### src/rtl/score_keeper.sv
// score_keeper: snake-game score tracker.
// Keeps the current and high score, drives the body length, flashes the final
// score for a fixed HOLD period after each game, then shows the high score.
// The displayed value is converted to BCD by a sequential shift-add-3 engine
// that publishes whole results only, so the display never shows a partial value.

module score_keeper #(
  parameter int SCORE_W     = 7,
  parameter int MAX_SCORE   = 50,
  parameter int DIGITS      = 2,
  parameter int HOLD_CYCLES = 30_000_000,
  parameter int FLASH_HALF  = 3_000_000
) (
  input  logic                  clk,
  input  logic                  rst,
  input  logic                  goodColl,
  input  logic                  badColl,
  output logic [SCORE_W-1:0]    length,
  output logic [4*DIGITS-1:0]   bcd,
  output logic                  blank,
  output logic                  bcd_busy,
  output logic                  isGameComplete,
  output logic                  newHigh
);

  // ---------------------------------------------------------------------------
  // Derived widths and constants
  // ---------------------------------------------------------------------------
  localparam int HOLD_W  = (HOLD_CYCLES > 1) ? $clog2(HOLD_CYCLES) : 1;
  localparam int FLASH_W = (FLASH_HALF > 1) ? $clog2(FLASH_HALF) : 1;
  localparam int BCD_W   = 4 * DIGITS;
  localparam int SCR_W   = SCORE_W + BCD_W;
  localparam int ITER_W  = $clog2(SCORE_W + 1);

  localparam logic [SCORE_W-1:0] MAX_S      = SCORE_W'(MAX_SCORE);
  localparam logic [SCORE_W-1:0] SCORE_ONE  = SCORE_W'(1);
  localparam logic [HOLD_W-1:0]  HOLD_LAST  = HOLD_W'(HOLD_CYCLES - 1);
  localparam logic [HOLD_W-1:0]  HOLD_ONE   = HOLD_W'(1);
  localparam logic [FLASH_W-1:0] FLASH_LAST = FLASH_W'(FLASH_HALF - 1);
  localparam logic [FLASH_W-1:0] FLASH_ONE  = FLASH_W'(1);
  localparam logic [ITER_W-1:0]  ITER_LAST  = ITER_W'(SCORE_W);
  localparam logic [ITER_W-1:0]  ITER_ONE   = ITER_W'(1);

  typedef enum logic [1:0] {
    PLAY      = 2'd0,
    HOLD      = 2'd1,
    SHOW_HIGH = 2'd2
  } state_e;

  // ---------------------------------------------------------------------------
  // Game state
  // ---------------------------------------------------------------------------
  state_e               state_q, state_d;
  logic [SCORE_W-1:0]   curr_q, curr_d;
  logic [SCORE_W-1:0]   high_q, high_d;
  logic                 done_q, done_d;
  logic                 new_high_q, new_high_d;
  logic                 blank_q, blank_d;
  logic [HOLD_W-1:0]    hold_cnt_q, hold_cnt_d;
  logic [FLASH_W-1:0]   flash_cnt_q, flash_cnt_d;
  logic                 go_hold;

  // ---------------------------------------------------------------------------
  // BCD converter state
  // ---------------------------------------------------------------------------
  logic                 busy_q, busy_d;
  logic [ITER_W-1:0]    iter_q, iter_d;
  logic [SCR_W-1:0]     scratch_q, scratch_d;
  logic [SCORE_W-1:0]   sample_q, sample_d;
  logic [SCORE_W-1:0]   last_conv_q, last_conv_d;
  logic [BCD_W-1:0]     bcd_q, bcd_d;
  logic [SCORE_W-1:0]   disp_d;

  // One shift-add-3 iteration: bump every BCD digit >= 5 by 3, then shift left.
  function automatic logic [SCR_W-1:0] dabble_step(input logic [SCR_W-1:0] s);
    logic [SCR_W-1:0] t;
    t = s;
    for (int d = 0; d < DIGITS; d++) begin
      if (t[SCORE_W+4*d +: 4] > 4'd4) begin
        t[SCORE_W+4*d +: 4] = t[SCORE_W+4*d +: 4] + 4'd3;
      end
    end
    return {t[SCR_W-2:0], 1'b0};
  endfunction

  // Game FSM: next state, score bookkeeping, hold timer and flash control.
  always_comb begin
    // NOTE: every signal written here gets a default first, so no path can
    // leave one unassigned and infer a latch.
    state_d     = state_q;
    curr_d      = curr_q;
    high_d      = high_q;
    done_d      = done_q;
    new_high_d  = new_high_q;
    blank_d     = blank_q;
    hold_cnt_d  = hold_cnt_q;
    flash_cnt_d = flash_cnt_q;
    go_hold     = 1'b0;

    unique case (state_q)
      PLAY: begin
        if (badColl || curr_q >= MAX_S) begin
          // A hit ends the game with the score unchanged; badColl beats goodColl.
          go_hold = 1'b1;
        end else if (goodColl) begin
          // curr_q < MAX_S here, so the increment saturates at MAX_S.
          curr_d = curr_q + SCORE_ONE;
          if (curr_d == MAX_S) begin
            go_hold = 1'b1;
          end
        end
      end

      HOLD: begin
        // Collisions are ignored; score and length stay frozen.
        if (hold_cnt_q == HOLD_LAST) begin
          state_d = SHOW_HIGH;
          curr_d  = '0;
          blank_d = 1'b0;
        end else begin
          hold_cnt_d = hold_cnt_q + HOLD_ONE;
          if (flash_cnt_q == FLASH_LAST) begin
            blank_d     = ~blank_q;
            flash_cnt_d = '0;
          end else begin
            flash_cnt_d = flash_cnt_q + FLASH_ONE;
          end
        end
      end

      SHOW_HIGH: begin
        // Only food restarts the game; the first point counts immediately.
        if (goodColl) begin
          state_d    = PLAY;
          curr_d     = SCORE_ONE;
          done_d     = 1'b0;
          new_high_d = 1'b0;
        end
      end

      default: begin
        state_d = PLAY;
      end
    endcase

    // Game-over entry: latch the high score using the final score of this game.
    if (go_hold) begin
      state_d     = HOLD;
      done_d      = 1'b1;
      new_high_d  = (curr_d > high_q);
      high_d      = (curr_d > high_q) ? curr_d : high_q;
      blank_d     = 1'b0;
      hold_cnt_d  = '0;
      flash_cnt_d = '0;
    end
  end

  // Display value as it will be registered on this edge; the converter samples
  // it on the same edge the score changes, keeping display latency minimal.
  always_comb begin
    disp_d = (state_d == SHOW_HIGH) ? high_d : curr_d;
  end

  // BCD converter: sample when idle and stale, iterate SCORE_W times, publish.
  always_comb begin
    busy_d      = busy_q;
    iter_d      = iter_q;
    scratch_d   = scratch_q;
    sample_d    = sample_q;
    last_conv_d = last_conv_q;
    bcd_d       = bcd_q;

    if (!busy_q) begin
      if (disp_d != last_conv_q) begin
        busy_d    = 1'b1;
        iter_d    = '0;
        sample_d  = disp_d;
        scratch_d = {{BCD_W{1'b0}}, disp_d};
      end
    end else if (iter_q != ITER_LAST) begin
      scratch_d = dabble_step(scratch_q);
      iter_d    = iter_q + ITER_ONE;
    end else begin
      // Publish all digits at once, then chase any change seen meanwhile
      // without dropping busy.
      bcd_d       = scratch_q[SCR_W-1 -: BCD_W];
      last_conv_d = sample_q;
      busy_d      = 1'b0;
      if (disp_d != sample_q) begin
        busy_d    = 1'b1;
        iter_d    = '0;
        sample_d  = disp_d;
        scratch_d = {{BCD_W{1'b0}}, disp_d};
      end
    end
  end

  // State registers with synchronous reset back to an idle PLAY state.
  always_ff @(posedge clk) begin
    // NOTE: state registers use non-blocking assignments so every flop samples
    // the pre-edge values regardless of statement order.
    if (rst) begin
      state_q     <= PLAY;
      curr_q      <= '0;
      high_q      <= '0;
      done_q      <= 1'b0;
      new_high_q  <= 1'b0;
      blank_q     <= 1'b0;
      hold_cnt_q  <= '0;
      flash_cnt_q <= '0;
      busy_q      <= 1'b0;
      iter_q      <= '0;
      scratch_q   <= '0;
      sample_q    <= '0;
      last_conv_q <= '0;
      bcd_q       <= '0;
    end else begin
      state_q     <= state_d;
      curr_q      <= curr_d;
      high_q      <= high_d;
      done_q      <= done_d;
      new_high_q  <= new_high_d;
      blank_q     <= blank_d;
      hold_cnt_q  <= hold_cnt_d;
      flash_cnt_q <= flash_cnt_d;
      busy_q      <= busy_d;
      iter_q      <= iter_d;
      scratch_q   <= scratch_d;
      sample_q    <= sample_d;
      last_conv_q <= last_conv_d;
      bcd_q       <= bcd_d;
    end
  end

  assign length         = curr_q;
  assign bcd            = bcd_q;
  assign blank          = blank_q;
  assign bcd_busy       = busy_q;
  assign isGameComplete = done_q;
  assign newHigh        = new_high_q;

endmodule

### config.mk
export PLATFORM = sky130hd
export DESIGN_NAME = score_keeper
export DESIGN_NICKNAME = d
export VERILOG_FILES = /design/src/rtl/score_keeper.sv
export SDC_FILE = /design/constraint.sdc
export NUM_CORES = 1
export LEC_CHECK = 0
export BUFFER_PORTS_ARGS = -buffer_cell sky130_fd_sc_hd__buf_4
export CORE_MARGIN = 1
export CORE_UTILIZATION = 25
export DETAILED_ROUTE_END_ITERATION = 7
export GPL_TIMING_DRIVEN = 0
export PLACE_DENSITY_LB_ADDON = 0.2
export SLEW_MARGIN = 0
export SYNTH_ARGS = -nofsm -noshare
export SYNTH_HDL_FRONTEND = slang
export SYNTH_SLANG_ARGS = --single-unit
### constraint.sdc
create_clock -name clk -period 3.5 [get_ports clk]
set_input_delay 0.175 -clock clk [delete_from_list [all_inputs] [get_ports clk]]
set_output_delay 0.175 -clock clk [all_outputs]
set_load 0.1 [all_outputs]
==> metrics.txt <==
run status completed; Global Route Usage Sum 13.7%; met2 wire len 7.29 mm; final-layout worst hold slack 0.263 ns; source-to-sink clock delay at the later pin of the worst-skew pair 0.37 ns; count of warnings emitted by yosys 0; FF-to-FF setup slack 0.17 ns; antenna violations before repair 0; final critical delay including setup and external delays between 3 and 4 ns; wire length of the first global-routing pass 25.7 mm; synthesized area per cell 8.03 um2; data required time of the worst path 3.72 ns; Mapped Nets 751; total cell area at the placement stage between 6000 and 7000 um2; class of the tightest hold or removal check in -> reg; maximum number of pins on one net before global-route repair 17; number of levels in the clock H-tree 3; Bufs on Longest Clock Path 2; count of flip-flops with a built-in enable after synthesis 0; global route total overflow 0; Pleak ~2.4 nW; Synth Cell Area 5860 um2; summed area of non-filler cells in the final layout approximately 7000 um2; Max Freq 0.300 GHz; detailed-route DRC error count 0; leading register cell type out of synthesis sky130_fd_sc_hd__dfxtp_1; top-level port count 23; clock net sink count 107; number of nets in the final layout 797; post-DP HPWL between 10 and 15 mm; number of antenna-violating nets in the routed design 0; x dimension of the die 155 um; initial core utilization 25.7%; PortBufs 21; Total Power Consumption approximately 3.0 mW; crit path capture type flop; Max rail drop VDD roughly 0.28 mV; total met3 wirelength after detailed routing ~450 um; Seq/Total Area, Yosys between 30% and 40%; CTS tree built; Worst Max-Slew Pin Slew 0.719 ns; proportion of register bits with asynchronous set or reset after synthesis 0%; CTS Buf Count 9; Max Fanout on Critical Path 10; gp weighted congestion a little under 0.8; final setup vio count 0; data arrival time of the critical path 3.55 ns; area of the core roughly 23000 um2; max-slew violations 0; flip-flop and latch count after synthesis 107; sort of element at the start of the critical path flop; worst max-slew margin expressed relative to the limit 52.1%; count of distinct cell types in the synthesized netlist 73; most used cells in the layout excluding fill and tap cells sky130_fd_sc_hd__nor2_1, sky130_fd_sc_hd__dfxtp_1, sky130_fd_sc_hd__nand2_1; critical path class reg -> reg; setup TNS 0 ns; drt first pass iters 5; overall via count from detail_route 5188; top layer used by detailed routing met4; post-CTS clock slew at the launch and capture registers of the worst setup and hold paths roughly 0.080 ns; mean routed wirelength per cell ~15 um; Cells after Synth 730; root buffer cell sky130_fd_sc_hd__clkbuf_16; maximum clock skew at final layout between 0.015 and 0.02 ns; share of cells above drive strength 1 14.7%; total die area 24100 um2; initial DRC count 301; die height ~160 um; number of rows in the core area 55; most frequent standard cell in the layout excluding fill and tap cells sky130_fd_sc_hd__nor2_1; via count of the first global-routing pass 4725; Hold Violations, Final 0; final critical-path share of the clock period 95.1%; max-cap check violation count 0; Synth-to-Final Area Change 19.2%; total inserted antenna cells 0; met1 layer wirelength in the final routing 7.94 mm; post-DR vias/cell 4.74; CTS Hold Buffers Added 0; Detailed Route WL between 15 and 20 mm; Pwr Density 425 nW/um2
flip-flops by register name (all words and copies together) (netlist names):
name,flops
bcd_busy,1
flash_cnt_q,22
sample_q,7
bcd,8
hold_cnt_q,25
last_conv_q,7
iter_q,3
blank,1
isGameComplete,1
scratch_q,15
newHigh,1
state_q,2
length,7
high_q,7
final cells by class:
cell class / instances / area [um2]
Fill cell: 2475 / 15900
Multi-Input combinational cell: 561 / 3600
Sequential cell: 107 / 2160
Tap cell: 313 / 392
Clock buffer: 13 / 272
Timing Repair Buffer: 35 / 263
Buffer: 33 / 169
Inverter: 29 / 109
Clock inverter: 3 / 20.0
metal layers:
metal | vias up | track usage [%]
met3 | 20 | 1.89
met2 | 70 | 21.9
li1 | 2652 | -
met1 | 2446 | 18.5
met5 | - | 0
met4 | 0 | 5.94
path summary, 6_finish.rpt:
| kind | from | end | cells after the start |
|---|---|---|---|
| setup / recovery | length[0] | scratch_q[4] | 12 |
| hold / removal | rst | sample_q[2] | 3 |
| hold reg to reg | bcd[1] | bcd[1] | 2 |
| setup reg to reg | length[0] | scratch_q[4] | 12 |
logic make-up after synthesis:
family          Yosys count  synth area share [%]
compound gates          139                  15.7
xor+xnor                 64                  9.56
flops                   107                  36.5
simple gates            333                  28.2
buf+inv                  62                  4.52
fa+ha+maj                17                  3.63
mux                       8                  1.81
critical path, stage by stage, from the launching register on:
cell and delay (ns):
sky130_fd_sc_hd__dfxtp_4 0.36, sky130_fd_sc_hd__inv_1 0.07, sky130_fd_sc_hd__ha_1 0.22, sky130_fd_sc_hd__nor4_4 0.29, sky130_fd_sc_hd__buf_4 0.18, sky130_fd_sc_hd__o22ai_1 0.08
sky130_fd_sc_hd__a211o_1 0.36, sky130_fd_sc_hd__a2111oi_4 0.32, sky130_fd_sc_hd__o21ai_0 0.25, sky130_fd_sc_hd__and4_1 0.26, sky130_fd_sc_hd__clkbuf_2 0.19, sky130_fd_sc_hd__a2111oi_0 0.51
sky130_fd_sc_hd__nor3_1 0.09
power by group:
part / leakage, nW / switching [mW] / total [mW] / internal (mW)
registers: 0.871 / 0.0661 / 1.34 / 1.27
clock network: 0.137 / 0.485 / 1.03 / 0.546
logic: 1.43 / 0.365 / 0.604 / 0.239
total: 2.43 / 0.917 / 2.97 / 2.05
timing repair:
item / CTS / global route
endpoints found under the setup margin: 32 / 52
cloned: 0 / 1
setup buffers: 2 / 11
gates resized for setup: 14 / 26
hold endpoints to repair: 0 / 0
pin swaps: 4 / 12
synth_stat cells (5+ instances only):
library cell                instances  share of area (%)
sky130_fd_sc_hd__ha_1              17                3.6
sky130_fd_sc_hd__nand3_1           30                2.6
sky130_fd_sc_hd__xnor2_1           30                4.5
sky130_fd_sc_hd__and3_1            13                1.4
sky130_fd_sc_hd__clkbuf_1          18                1.2
sky130_fd_sc_hd__nand2b_1           7               0.75
sky130_fd_sc_hd__nor2_1           100                6.4
sky130_fd_sc_hd__mux2_4             5                1.3
sky130_fd_sc_hd__and2_1             8               0.85
sky130_fd_sc_hd__dfxtp_1          107                 37
sky130_fd_sc_hd__a21oi_1           54                4.6
sky130_fd_sc_hd__nand2_1           81                5.2
sky130_fd_sc_hd__o21ai_0           29                2.5
sky130_fd_sc_hd__inv_1             29                1.9
sky130_fd_sc_hd__nor4_1            10                1.1
sky130_fd_sc_hd__buf_2              8               0.68
sky130_fd_sc_hd__xor2_1            34                5.1
sky130_fd_sc_hd__nand3b_1           6               0.77
sky130_fd_sc_hd__o31ai_1            5               0.64
sky130_fd_sc_hd__a2111oi_0          6               0.90
sky130_fd_sc_hd__a211oi_1           5               0.64
sky130_fd_sc_hd__nor2b_1           10                1.1
sky130_fd_sc_hd__nand4_1           19                2.0
sky130_fd_sc_hd__nor3_1            22                1.9
metrics by stage:
| stage | utilization (%) | worst slack [ns] | instances |
|---|---|---|---|
| floorplan | - | 0.0474 | 730 |
| finish | 30.6 | 0.172 | 1094 |
| global placement | 28.1 | -0.552 | 1064 |
| detailed placement | 28.1 | -0.548 | 1064 |
| global route | 30.6 | -0.0305 | 1094 |
| CTS | 29.7 | 0.0355 | 1082 |
Power figures use the tool's default switching activity.
